===== src/rtl/adc_capture_pkg.sv =====
// Shared types and default constants for the ADC capture sequencer.
`timescale 1ns/1ps
package adc_capture_pkg;

    localparam int unsigned DATA_W_DEF     = 8;
    localparam int unsigned CLK_DIV_DEF    = 5000;   // 10 kHz ADC_CLK from 100 MHz CLK
    localparam int unsigned DEPTH_BITS_DEF = 10;

    typedef enum logic [2:0] {
        ST_IDLE,
        ST_PRE,
        ST_WAIT_TRIG,
        ST_POST,
        ST_DONE
    } cap_state_e;

    function automatic logic is_busy(input cap_state_e s);
        return (s == ST_PRE) || (s == ST_WAIT_TRIG) || (s == ST_POST);
    endfunction

endpackage


===== src/rtl/adc_clk_gen.sv =====
// ADC sample clock divider; sample_tick is high in the CLK cycle whose closing edge drops ADC_CLK.
`timescale 1ns/1ps
module adc_clk_gen
    import adc_capture_pkg::*;
#(
    parameter int unsigned CLK_DIV = CLK_DIV_DEF
) (
    input  logic CLK,
    input  logic nRST,
    output logic ADC_CLK,
    output logic sample_tick
);

    localparam int unsigned CNT_W = (CLK_DIV > 2) ? $clog2(CLK_DIV) : 1;

    logic [CNT_W-1:0] cnt;

    always_ff @(posedge CLK or negedge nRST) begin
        if (!nRST) begin
            cnt         <= '0;
            ADC_CLK     <= 1'b0;
            sample_tick <= 1'b0;
        end else begin
            // Registered one cycle ahead so the tick lines up with the terminal-count edge.
            sample_tick <= (cnt == CNT_W'(CLK_DIV - 2)) && ADC_CLK;
            if (cnt == CNT_W'(CLK_DIV - 1)) begin
                cnt     <= '0;
                ADC_CLK <= ~ADC_CLK;
            end else begin
                cnt <= cnt + CNT_W'(1);
            end
        end
    end

endmodule


===== src/rtl/adc_capture_ctrl.sv =====
// Level-trigger capture sequencer writing ADC samples into a circular buffer.
// Pre-trigger capture is enabled by defining ADC_CAPTURE_PRETRIG_EN.
`timescale 1ns/1ps
module adc_capture_ctrl
    import adc_capture_pkg::*;
#(
    parameter int unsigned CLK_DIV    = CLK_DIV_DEF,
    parameter int unsigned DEPTH_BITS = DEPTH_BITS_DEF,
    parameter int unsigned DATA_W     = DATA_W_DEF
) (
    input  logic                  CLK,
    input  logic                  nRST,
    input  logic                  ARM,
    input  logic                  ABORT,
    input  logic [DATA_W-1:0]     TRIG_LEVEL,
    input  logic                  TRIG_RISING,
    input  logic [DEPTH_BITS-1:0] POST_COUNT,
    input  logic [DATA_W-1:0]     ADC_D,
    output logic                  ADC_CLK,
    output logic                  ADC_nOE,
    output logic                  WR_EN,
    output logic [DEPTH_BITS-1:0] WR_ADDR,
    output logic [DATA_W-1:0]     WR_DATA,
    output logic [DEPTH_BITS-1:0] TRIG_ADDR,
    output logic                  BUSY,
    output logic                  DONE
);

    logic sample_tick;

    adc_clk_gen #(.CLK_DIV(CLK_DIV)) u_clk_gen (
        .CLK         (CLK),
        .nRST        (nRST),
        .ADC_CLK     (ADC_CLK),
        .sample_tick (sample_tick)
    );

    cap_state_e            state_q, state_d;
    logic [DATA_W-1:0]     level_q, level_d;
    logic                  rising_q, rising_d;
    logic [DEPTH_BITS-1:0] post_q, post_d;
    logic [DEPTH_BITS-1:0] ptr_q, ptr_d;
    logic [DEPTH_BITS-1:0] post_cnt_q, post_cnt_d;
    logic [DATA_W-1:0]     prev_q, prev_d;
    logic                  prev_valid_q, prev_valid_d;
`ifdef ADC_CAPTURE_PRETRIG_EN
    logic [DEPTH_BITS-1:0] pre_cnt_q, pre_cnt_d;
`endif
    logic                  wr_en_d;
    logic [DEPTH_BITS-1:0] wr_addr_d;
    logic [DATA_W-1:0]     wr_data_d;
    logic [DEPTH_BITS-1:0] trig_addr_d;
    logic                  do_write;
    logic                  trig_hit;
    logic                  arm_go;

    assign arm_go = ARM && !ABORT;

    // Crossing detect against the previous sample; the first sample after ARM only primes prev.
    always_comb begin
        trig_hit = 1'b0;
        if (prev_valid_q) begin
            if (rising_q) trig_hit = (prev_q <  level_q) && (ADC_D >= level_q);
            else          trig_hit = (prev_q >= level_q) && (ADC_D <  level_q);
        end
    end

    always_comb begin
        state_d      = state_q;
        level_d      = level_q;
        rising_d     = rising_q;
        post_d       = post_q;
        ptr_d        = ptr_q;
        post_cnt_d   = post_cnt_q;
        prev_d       = prev_q;
        prev_valid_d = prev_valid_q;
`ifdef ADC_CAPTURE_PRETRIG_EN
        pre_cnt_d    = pre_cnt_q;
`endif
        wr_en_d      = 1'b0;
        wr_addr_d    = WR_ADDR;
        wr_data_d    = WR_DATA;
        trig_addr_d  = TRIG_ADDR;
        do_write     = 1'b0;

        case (state_q)
            ST_IDLE, ST_DONE: begin
                if (arm_go) begin
                    level_d      = TRIG_LEVEL;
                    rising_d     = TRIG_RISING;
                    post_d       = POST_COUNT;
                    ptr_d        = '0;
                    prev_valid_d = 1'b0;
`ifdef ADC_CAPTURE_PRETRIG_EN
                    pre_cnt_d    = '0;
                    // Pre-trigger length is N-1-POST_COUNT, i.e. ~POST_COUNT.
                    state_d      = (POST_COUNT == '1) ? ST_WAIT_TRIG : ST_PRE;
`else
                    state_d      = ST_WAIT_TRIG;
`endif
                end
            end
`ifdef ADC_CAPTURE_PRETRIG_EN
            ST_PRE: begin
                if (ABORT) begin
                    state_d = ST_IDLE;
                end else if (sample_tick) begin
                    do_write  = 1'b1;
                    pre_cnt_d = pre_cnt_q + DEPTH_BITS'(1);
                    if (pre_cnt_d == DEPTH_BITS'(~post_q)) state_d = ST_WAIT_TRIG;
                end
            end
`endif
            ST_WAIT_TRIG: begin
                if (ABORT) begin
                    state_d = ST_IDLE;
                end else if (sample_tick) begin
`ifdef ADC_CAPTURE_PRETRIG_EN
                    do_write = 1'b1;
`else
                    do_write = trig_hit;
`endif
                    if (trig_hit) begin
                        trig_addr_d = ptr_q;
                        post_cnt_d  = post_q;
                        state_d     = ST_POST;
                    end
                end
            end
            ST_POST: begin
                // A zero count means the final write is on the bus now; DONE follows it.
                if (ABORT) begin
                    state_d = ST_IDLE;
                end else if (post_cnt_q == '0) begin
                    state_d = ST_DONE;
                end else if (sample_tick) begin
                    do_write   = 1'b1;
                    post_cnt_d = post_cnt_q - DEPTH_BITS'(1);
                end
            end
            default: state_d = ST_IDLE;
        endcase

        if (do_write) begin
            wr_en_d   = 1'b1;
            wr_addr_d = ptr_q;
            wr_data_d = ADC_D;
            ptr_d     = ptr_q + DEPTH_BITS'(1);
        end

        if (sample_tick && is_busy(state_q) && !ABORT) begin
            prev_d       = ADC_D;
            prev_valid_d = 1'b1;
        end
    end

    always_ff @(posedge CLK or negedge nRST) begin
        if (!nRST) begin
            state_q      <= ST_IDLE;
            level_q      <= '0;
            rising_q     <= 1'b0;
            post_q       <= '0;
            ptr_q        <= '0;
            post_cnt_q   <= '0;
            prev_q       <= '0;
            prev_valid_q <= 1'b0;
`ifdef ADC_CAPTURE_PRETRIG_EN
            pre_cnt_q    <= '0;
`endif
            WR_EN        <= 1'b0;
            WR_ADDR      <= '0;
            WR_DATA      <= '0;
            TRIG_ADDR    <= '0;
            ADC_nOE      <= 1'b1;
            BUSY         <= 1'b0;
            DONE         <= 1'b0;
        end else begin
            state_q      <= state_d;
            level_q      <= level_d;
            rising_q     <= rising_d;
            post_q       <= post_d;
            ptr_q        <= ptr_d;
            post_cnt_q   <= post_cnt_d;
            prev_q       <= prev_d;
            prev_valid_q <= prev_valid_d;
`ifdef ADC_CAPTURE_PRETRIG_EN
            pre_cnt_q    <= pre_cnt_d;
`endif
            WR_EN        <= wr_en_d;
            WR_ADDR      <= wr_addr_d;
            WR_DATA      <= wr_data_d;
            TRIG_ADDR    <= trig_addr_d;
            ADC_nOE      <= !is_busy(state_d);
            BUSY         <= is_busy(state_d);
            DONE         <= (state_d == ST_DONE);
        end
    end

endmodule

===== config.mk =====
export PLATFORM = sky130hd
export DESIGN_NAME = adc_capture_ctrl
export DESIGN_NICKNAME = d
export VERILOG_FILES = /design/src/rtl/adc_capture_pkg.sv /design/src/rtl/adc_clk_gen.sv /design/src/rtl/adc_capture_ctrl.sv
export SDC_FILE = /design/constraint.sdc
export NUM_CORES = 1
export LEC_CHECK = 0
export BUFFER_PORTS_ARGS = -buffer_cell sky130_fd_sc_hd__buf_2
export CAP_MARGIN = 20
export CORE_MARGIN = 2
export CORE_UTILIZATION = 30
export CTS_CLUSTER_SIZE = 8
export DETAILED_ROUTE_END_ITERATION = 16
export GPL_TIMING_DRIVEN = 1
export HOLD_SLACK_MARGIN = 0.03
export SYNTH_ARGS = -nofsm -noshare
export SYNTH_HDL_FRONTEND = slang
export SYNTH_SLANG_ARGS = --single-unit

===== constraint.sdc =====
create_clock -name CLK -period 4.45 [get_ports CLK]
set_clock_uncertainty 0.1 [all_clocks]
set_input_delay 0.445 -clock CLK [delete_from_list [all_inputs] [get_ports CLK]]
set_output_delay 0.445 -clock CLK [all_outputs]
set_load 0.01 [all_outputs]

======== Word level (Yosys, flattened, before mapping) ========
Index checks and enable logic that the tools add are counted.
storage, ports and cells
  bits of input ports ..................... 31
  logic and storage cells ................. 98
  bits in latches ......................... 0
  bits in writable memories ............... 0
  bits in read-only memories .............. 0
  bits in registers ....................... 98
  output and inout bits ................... 33
  memories kept ........................... 0
operators by class
  add/subtract/negate cells ............... 3
  shift-type cells ........................ 0
  multiply operators ...................... 0
  reduce and logical (&&, ||, !) cells .... 25
  divide/modulo/power cells ............... 0
  multiplexer cells ....................... 30
  bitwise gates (word level) .............. 2
  order comparisons ....................... 4
  eq/ne operators ......................... 16
operators with widths
  operator               count
  $mux 10                9
  $eq 13x13->1 const B   2
  $pmux 10 s2            1
  $mux 3                 6
  $ge 8x8->1             2
  $lt 8x8->1             2
  $add 13x1->13 const B  1
  $mux 13                1
  $eq 3x2->1 const B     4
  $mux 1                 11
  $add 10x1->10 const B  1
  $logic_not 10->1       1
  $reduce_bool 2->1      5
  $sub 10x1->10 const B  1
  $pmux 3 s3             1
  $ne 2x2->1 const B     4
  $reduce_and 7->1       1
  $eq 3x1->1 const B     2
  $eq 3x3->1 const B     2
  $logic_and 1x1->1      6
  $reduce_and 2->1       3
  $logic_or 1x1->1       4
  $ne 2x1->1 const B     2
  $reduce_and 4->1       1
  5 further kinds        7

======== Longest topological paths before layout ========
Gate-level depths: netlist (run 1).
  word-level depth ........................ 12
  mapped depth ............................ 11
  mapped depth without buffers ............ 10

======== Hierarchy ========
From an unflattened synthesis (run 1), not the netlist that was laid out.
second synthesis, totals
  cell total of the unflattened synthesis .. 443
  area, all modules ....................... 4702.0 µm²
by module, submodules not included
  module            sequential area each (µm²)  instances  cells an instance  area each (µm²)
  adc_capture_ctrl  2078.2                      1          377                3990.1
  adc_clk_gen       375.4                       1          66                 711.9

======== Worst setup path after synthesis (run 1) ========
No wires, ideal clock.
  path kind ............................... in2reg
  from .................................... input ADC_D[1]
  to ...................................... register WR_ADDR[0]
  arrival ................................. 2.096 ns
  slack ................................... 2.129 ns
  cell stages on the path ................. 9
  setup time .............................. 0.125 ns
  path through ............................ ha_1 -> nor2b_1 -> o211ai_2 -> a21o_1 -> o211ai_2 -> a211oi_4 -> nor2_4 -> buf_6 -> mux2_4
on the way
  word-level cells in the longest chain between the ends .. 7
RTL lines
  item                                             RTL line                                        source
  start: declaration                               adc_capture_ctrl.sv:18                          input logic [DATA_W-1:0] ADC_D,
  $lt 8x8->1 / $ge 8x8->1 (equally long branches)  adc_capture_ctrl.sv:64, adc_capture_ctrl.sv:63
  $logic_and 1x1->1 (on tied branches)             adc_capture_ctrl.sv:64, adc_capture_ctrl.sv:63
  $mux 1 (*)                                       adc_capture_ctrl.sv:63                          if (rising_q) trig_hit = (prev_q < level_q) && (ADC_D >= level_q);
  $mux 1 (*)                                       adc_capture_ctrl.sv:62                          if (prev_valid_q) begin
  $mux 1 (*)                                       adc_capture_ctrl.sv:117                         end else if (sample_tick) begin
  $mux 1 (*)                                       adc_capture_ctrl.sv:115                         if (ABORT) begin
  $pmux 1 s2 (*)                                   adc_capture_ctrl.sv:86                          case (state_q)
  end signal: assignment                           adc_capture_ctrl.sv:190                         WR_ADDR <= wr_addr_d;
  end: declaration                                 adc_capture_ctrl.sv:22                          output logic [DEPTH_BITS-1:0] WR_ADDR,
Mark *: on every way between the ends. The rest lies on a longest branch, timed or not.
A chain may end at the register's enable or synchronous reset.

======== Worst setup path in the final report (run 1) ========
  from .................................... register level_q[1]
  to ...................................... register WR_DATA[3]
on the way
  word-level cells in the longest chain between the ends .. 7
RTL lines
  item                                      RTL line                                        source
  start: declaration                        adc_capture_ctrl.sv:39                          logic [DATA_W-1:0] level_q, level_d;
  start signal: assignment                  adc_capture_ctrl.sv:179                         level_q <= level_d;
  $ge 8x8->1, or another cell as far along  adc_capture_ctrl.sv:64                          else trig_hit = (prev_q >= level_q) && (ADC_D < level_q);
  $logic_and 1x1->1 (on tied branches)      adc_capture_ctrl.sv:64, adc_capture_ctrl.sv:63
  $mux 1 (*)                                adc_capture_ctrl.sv:63
  $mux 1 (*)                                adc_capture_ctrl.sv:62
  $mux 1 (*)                                adc_capture_ctrl.sv:117
  $mux 1 (*)                                adc_capture_ctrl.sv:115
  $pmux 1 s2 (*)                            adc_capture_ctrl.sv:86
  end signal: assignment                    adc_capture_ctrl.sv:191                         WR_DATA <= wr_data_d;
  end: declaration                          adc_capture_ctrl.sv:23                          output logic [DATA_W-1:0] WR_DATA,
Marked as above.

==> flow_summary.ini, run 1 <==
[power_and_ir_drop]
vdd.ir_drop.worst_uv = 252
total_power_mw = 1.91
p_leak_nw = 2.69
power.density_mw_per_mm2 = 343

[setup_path]
timing.rr.end = WR_DATA[3]
r2r_slack_ps = 1570
end_kind = flop
start_kind = flop
worstPathRequired_ps = 4580
criticalPathCategory = reg -> reg
r2r_cells = 11
cp_max_fo = 21
reg2reg_from = level_q[1]
cp.arrival_ps = 3010

[clock_tree]
cts_tree = yes
cts_setup_buffers = 0
clock_path_buffers = 2
clkTransAtPathRegs_ps = 60
clk_latency_ps = 340
cts_root_buf = clkbuf_16
holdBufCountCts = 0
cts_resized = 0
htreeDepth = 3
cts-buffers-inserted = 9
cts_sinks = 98

[route]
m1WireLength_um = 4850
first_pass_iters = 4
num_vias = 3468
drc = 0
wl_met2_um = 4830
vias_per_cell = 4.80
wl_met3_um = 518
drt_iter0_drc = 261
wl_per_cell_um = 14.4
wl_um = 10400
highest_layer = met4
ant_nets = 0

[placed_design]
dp_hpwl_um = 7440
port_buffers = 63
placed_area_mm2 = 0.00527
place_congestion = 0.842
pre_cts_slack_ps = 1390

[floorplanning]
dieWidth_um = 130
pin_count = 64
die_area_mm2 = 0.0169
dieHeight_um = 130
core_mm2 = 0.0157
fp-row-count = 46
start_util = 0.304

[logic_synthesis]
ys_ff_latch = 98
synth-seq-area-share = 0.516
synth_area_mm2 = 0.00475
synth-edff-count = 0
syn_inst = 443
avgSynthCellArea_um2 = 10.7
syn_nets = 494
yosys_warnings = 0
async_flop_share = 1.00
synthDistinctLibCells = 58
synth_ff_type = dfrtp_1

[sta]
slew_headroom = 0.471
whs_ps = 93.8
fmax_ghz = 0.347
worstMarginPinSlew_ps = 794
slew_viol_final = 0
period_share = 0.648
rsz0062_at_grt = no
hold_viol = 0
worst_slack_ps = 1570
min_period_ps = 2880
fin_tns_setup_ps = 0
setup_viol = 0

[cells_and_area]
nFillCells = 1598
final_cell_mix = 97 x dfrtp_1, 62 x buf_2, 46 x nand2_1
diodes = 0
area_delta_synth_final_pct = 17.3
final_area_mm2 = 0.00557
multi_input_area_mm2 = 0.00210
layout-drive-gt1-share = 0.277
nets = 552
register_area_mm2 = 0.00245
final_common_cell = dfrtp_1

[run]
timing.max_cap.violations = 0

[global_route]
grt_pass1_wl_um = 17700
first_global_vias = 3587
antenna_found_initial = 0
grt_overflow_total = 0
track_usage = 0.133
grt_start_max_net_pins = 64

[min_path]
min_path_type = in -> async

[run_status]
status = finished, final reports clean
-- cell type report --
type | instances | area share
clock buffers | 10 | 0.0411
clock inverters | 6 | 0.0117
inverters | 25 | 0.0168
multi-input cells | 299 | 0.377
flip-flops and latches | 98 | 0.440
well taps | 216 | 0.0485
repair buffers | 68 | 0.0644
-- how the worst max path moves through the flow --
stage	from	to	slack, ps	depth (start not counted)
after global routing	level_q[1]	WR_ADDR[1]	1370	11
after CTS	level_q[1]	WR_DATA[2]	1520	11
final	level_q[1]	WR_DATA[3]	1570	11
after global placement	ADC_D[1]	WR_DATA[5]	1450	11
after detailed placement	ADC_D[7]	WR_DATA[5]	1390	11
after floorplan	ADC_D[1]	WR_ADDR[0]	2130	9
-- worst max-delay path: stages (launching register included) --
cell      delay [ps]
dfrtp_1          370
inv_1            100
ha_1             250
nor2b_1          140
o211ai_2         160
a21o_1           160
o211ai_2         150
a211oi_4         420
buf_4            280
nor2_4            60
buf_4            270
mux2_4           320
-- synth_stat cells (all sizes together) (3+ instances only) --
cell / count / area [um^2]
a21o: 4 / 30.0
a21oi: 11 / 58.8
a22o: 6 / 52.6
a31oi: 4 / 25.0
and3: 4 / 25.0
buf: 12 / 73.8
clkbuf: 9 / 33.8
dfrtp: 97 / 2430
ha: 20 / 250
inv: 25 / 93.8
mux2: 29 / 360
nand2: 47 / 179
nand3: 21 / 105
nand4: 5 / 31.3
nor2: 27 / 126
nor2b: 3 / 18.8
nor3: 12 / 60.1
nor4: 3 / 33.8
o211ai: 5 / 57.6
o21ai: 47 / 258
o22ai: 10 / 62.6
or2: 3 / 18.8
xnor2: 5 / 43.8
xor2: 9 / 78.8
-- sequential cells by signal, indices dropped and copies added, names as in the netlist, 3 cells and up --
| name | count |
|---|---|
| TRIG_ADDR | 10 |
| post_cnt_q | 10 |
| state_q | 3 |
| u_clk_gen.cnt | 13 |
| level_q | 8 |
| ptr_q | 10 |
| WR_ADDR | 10 |
| prev_q | 8 |
| post_q | 10 |
| WR_DATA | 8 |
-- per-stage QoR --
step           utilization  instances
2_1_floorplan            -        443
3_3_place_gp         0.336        705
3_5_place_dp         0.336        705
4_1_cts              0.355        721
5_1_grt              0.356        722
6_report             0.356        722
-- cell families (layout without fill, tap and decap cells) --
family	Yosys count	count (layout)	share of synthesized area
buffers and inverters	46	109	0.0424
XOR/XNOR	14	14	0.0258
AND/OR/NAND/NOR	139	139	0.152
AO/OA/AOI/OAI	97	97	0.135
adder cells (fa/ha/maj)	20	20	0.0527
multiplexers	29	29	0.0758
flip-flops	98	98	0.516
-- power by group --
group          switching [mW]  internal [mW]  total, mW
clock network           0.335          0.437      0.772
registers              0.0204          0.930      0.951
logic                   0.109         0.0789      0.188
total                   0.464           1.45       1.91
-- per-layer routing --
layer,GRT usage,vias to the layer above
li1,-,1673
met1,0.174,1693
met2,0.211,85
met3,0.0353,17
met4,0.0500,0
met5,0,-
Power figures use the tool's default switching activity.
==> run 2: changes to the inputs <==
==> constraint.sdc (replaced) <==
create_clock -name CLK -period 2.7 [get_ports CLK]
set_clock_uncertainty 0.1 [all_clocks]
set_input_delay 0.27 -clock CLK [delete_from_list [all_inputs] [get_ports CLK]]
set_output_delay 0.27 -clock CLK [all_outputs]
set_load 0.01 [all_outputs]
==> flow_summary.ini, run 2 (synthesized netlist as in run 1, its figures left out) <==
[setup_path]
cp.arrival_ps = 2690
criticalPathCategory = reg -> reg
critPathBufInv = 2
start_kind = flop
reg2reg_from = level_q[7]
crit_family = compound AO/OA/AOI/OAI gates
r2r_slack_ps = 160
worstPathRequired_ps = 2850
path_cells = inv_1, ha_1, a21oi_1, o21ai_1, nor2_1, o211ai_2, a211oi_4, buf_4, o22ai_1, a22o_1
end_kind = flop
r2r_cells = 10
timing.rr.end = post_cnt_q[7]
crit_slowest_cell = dfrtp_1
cp_max_fo = 21
slowest_delay_ps = 360

[placed_design]
port_buffers = 63
dp.cells = 711
place_congestion = 0.840
dp_hpwl_um = 7670
placed_area_mm2 = 0.00533

[cells_and_area]
final_cell_mix = 97 x dfrtp_1, 62 x buf_2, 46 x nand2_1
final_area_mm2 = 0.00576
area_delta_synth_final_pct = 21.3
stdcell_count = 742
largest_reg_flops = 13
nets = 572
final_common_cell = dfrtp_1
top_register = u_clk_gen.cnt
diodes = 0
layout-drive-gt1-share = 0.289

[power_and_ir_drop]
vdd.ir_drop.worst_uv = 286
p_leak_nw = 2.78
pwr-share-clk = 0.403
p_int_mw = 2.33
p_switching_mw = 0.836
p_comb_frac = 0.103
seq_power_share = 0.494
total_power_mw = 3.17
power.density_mw_per_mm2 = 549
swShare = 0.264

[sta]
fin_tns_setup_ps = 0
min_period_ps = 2540
setup_viol = 0
hold_viol = 0
slew_viol_final = 0
fmax_ghz = 0.394
slew_headroom = 0.516
rsz0062_at_grt = no
worstMarginPinSlew_ps = 723
period_share = 0.941

[floorplanning]
fp-row-count = 46
dieHeight_um = 130
core_mm2 = 0.0157
dieWidth_um = 130
pin_count = 64
die_area_mm2 = 0.0169
start_util = 0.304

[min_path]
hold_start = TRIG_RISING
holdPathEnd = rising_q
min_path_type = in -> reg
whs_path_depth = 3

[clock_tree]
cts_tree = yes
clock_path_buffers = 2
clkTransAtPathRegs_ps = 70
cts_root_buf = clkbuf_16
clk_latency_ps = 360
cts-buffers-inserted = 9
htreeDepth = 3
cts_sinks = 98

[global_route]
met1_usage = 0.175
top_usage_layer = met2
grtUsageMet2 = 0.213
antenna_found_initial = 0
grt_pass1_wl_um = 17800
grt_util_met3 = 0.0353
track_usage = 0.135
grt_overflow_total = 0
first_global_vias = 3576
grt_start_max_net_pins = 52

[route]
wl_per_cell_um = 14.3
ant_nets = 0
num_vias = 3528
vias_per_cell = 4.75
first_pass_iters = 4
drc = 0
wl_um = 10600
drt_iter0_drc = 159

[run_status]
status = finished, final reports clean

[run]
timing.max_cap.violations = 0
## run 2: cell count changes in the layout (fill, tap and decap cells not counted), moves of 2 or more
cell | before | now
dlygate4sd3_1 | 0 | 10
inv_8 | 0 | 2
clkinv_2 | 2 | 0
buf_4 | 5 | 15
## run 2: area by class of cell
type / count / area, um^2
fill: 1561 / 9890
inverter: 25 / 93.8
clock buffer: 9 / 225
tap: 216 / 270
multi-input combinational: 299 / 2110
sequential: 98 / 2450
clock inverter: 7 / 71.3
timing repair buffer: 88 / 543
## run 2: power by group through the flow
stage	Combinational (mW)	Sequential, mW	Clock [mW]
2_1_floorplan	0.200	1.58	0
3_3_place_gp	0.307	1.59	0
3_5_place_dp	0.320	1.59	0
4_1_cts	0.333	1.57	1.32
5_1_grt	0.375	1.57	1.38
6_report	0.327	1.56	1.27
## run 2: metal layers
| metal | vias up | share of wire |
|---|---|---|
| met4 | 0 | 0.021 |
| li1 | 1708 | - |
| met1 | 1722 | 0.47 |
| met5 | - | 0 |
| met3 | 17 | 0.046 |
| met2 | 81 | 0.47 |
## run 2: timing repair
item,CTS,global route
hold buffers,10,0
buffers inserted,5,0
pin swaps,1,0
endpoints found under the setup margin,7,7
gates resized for setup,0,1
endpoints found under the hold margin,56,0
## run 2: how the worst max path moves through the flow
stage | startpoint | endpoint | depth (start not counted) | slack [ps]
after floorplan | level_q[1] | WR_ADDR[0] | 10 | 460
after global placement | level_q[1] | post_cnt_q[4] | 11 | 60
after detailed placement | ADC_D[1] | post_cnt_q[8] | 11 | -80
after CTS | level_q[1] | ptr_q[3] | 10 | 20
after global routing | level_q[1] | ptr_q[0] | 10 | 2
final | level_q[7] | post_cnt_q[7] | 10 | 160
## run 2: metrics by stage
step | setup slack [ps] | utilization | hold WS, ps
final | 160 | 0.368 | 37.3
after global routing | 1.67 | 0.368 | 37.7
after CTS | 20.0 | 0.368 | 31.2
after detailed placement | -77.7 | 0.340 | 240
after global placement | 61.0 | 0.340 | 234
after floorplan | 462 | - | -126
## run 2: worst register-to-register path, stage by stage (launching register included)
cell,delay [ps]
dfrtp_1,360
inv_1,90
ha_1,260
a21oi_1,140
o21ai_1,130
nor2_1,150
o211ai_2,160
a211oi_4,330
buf_4,310
o22ai_1,140
a22o_1,260
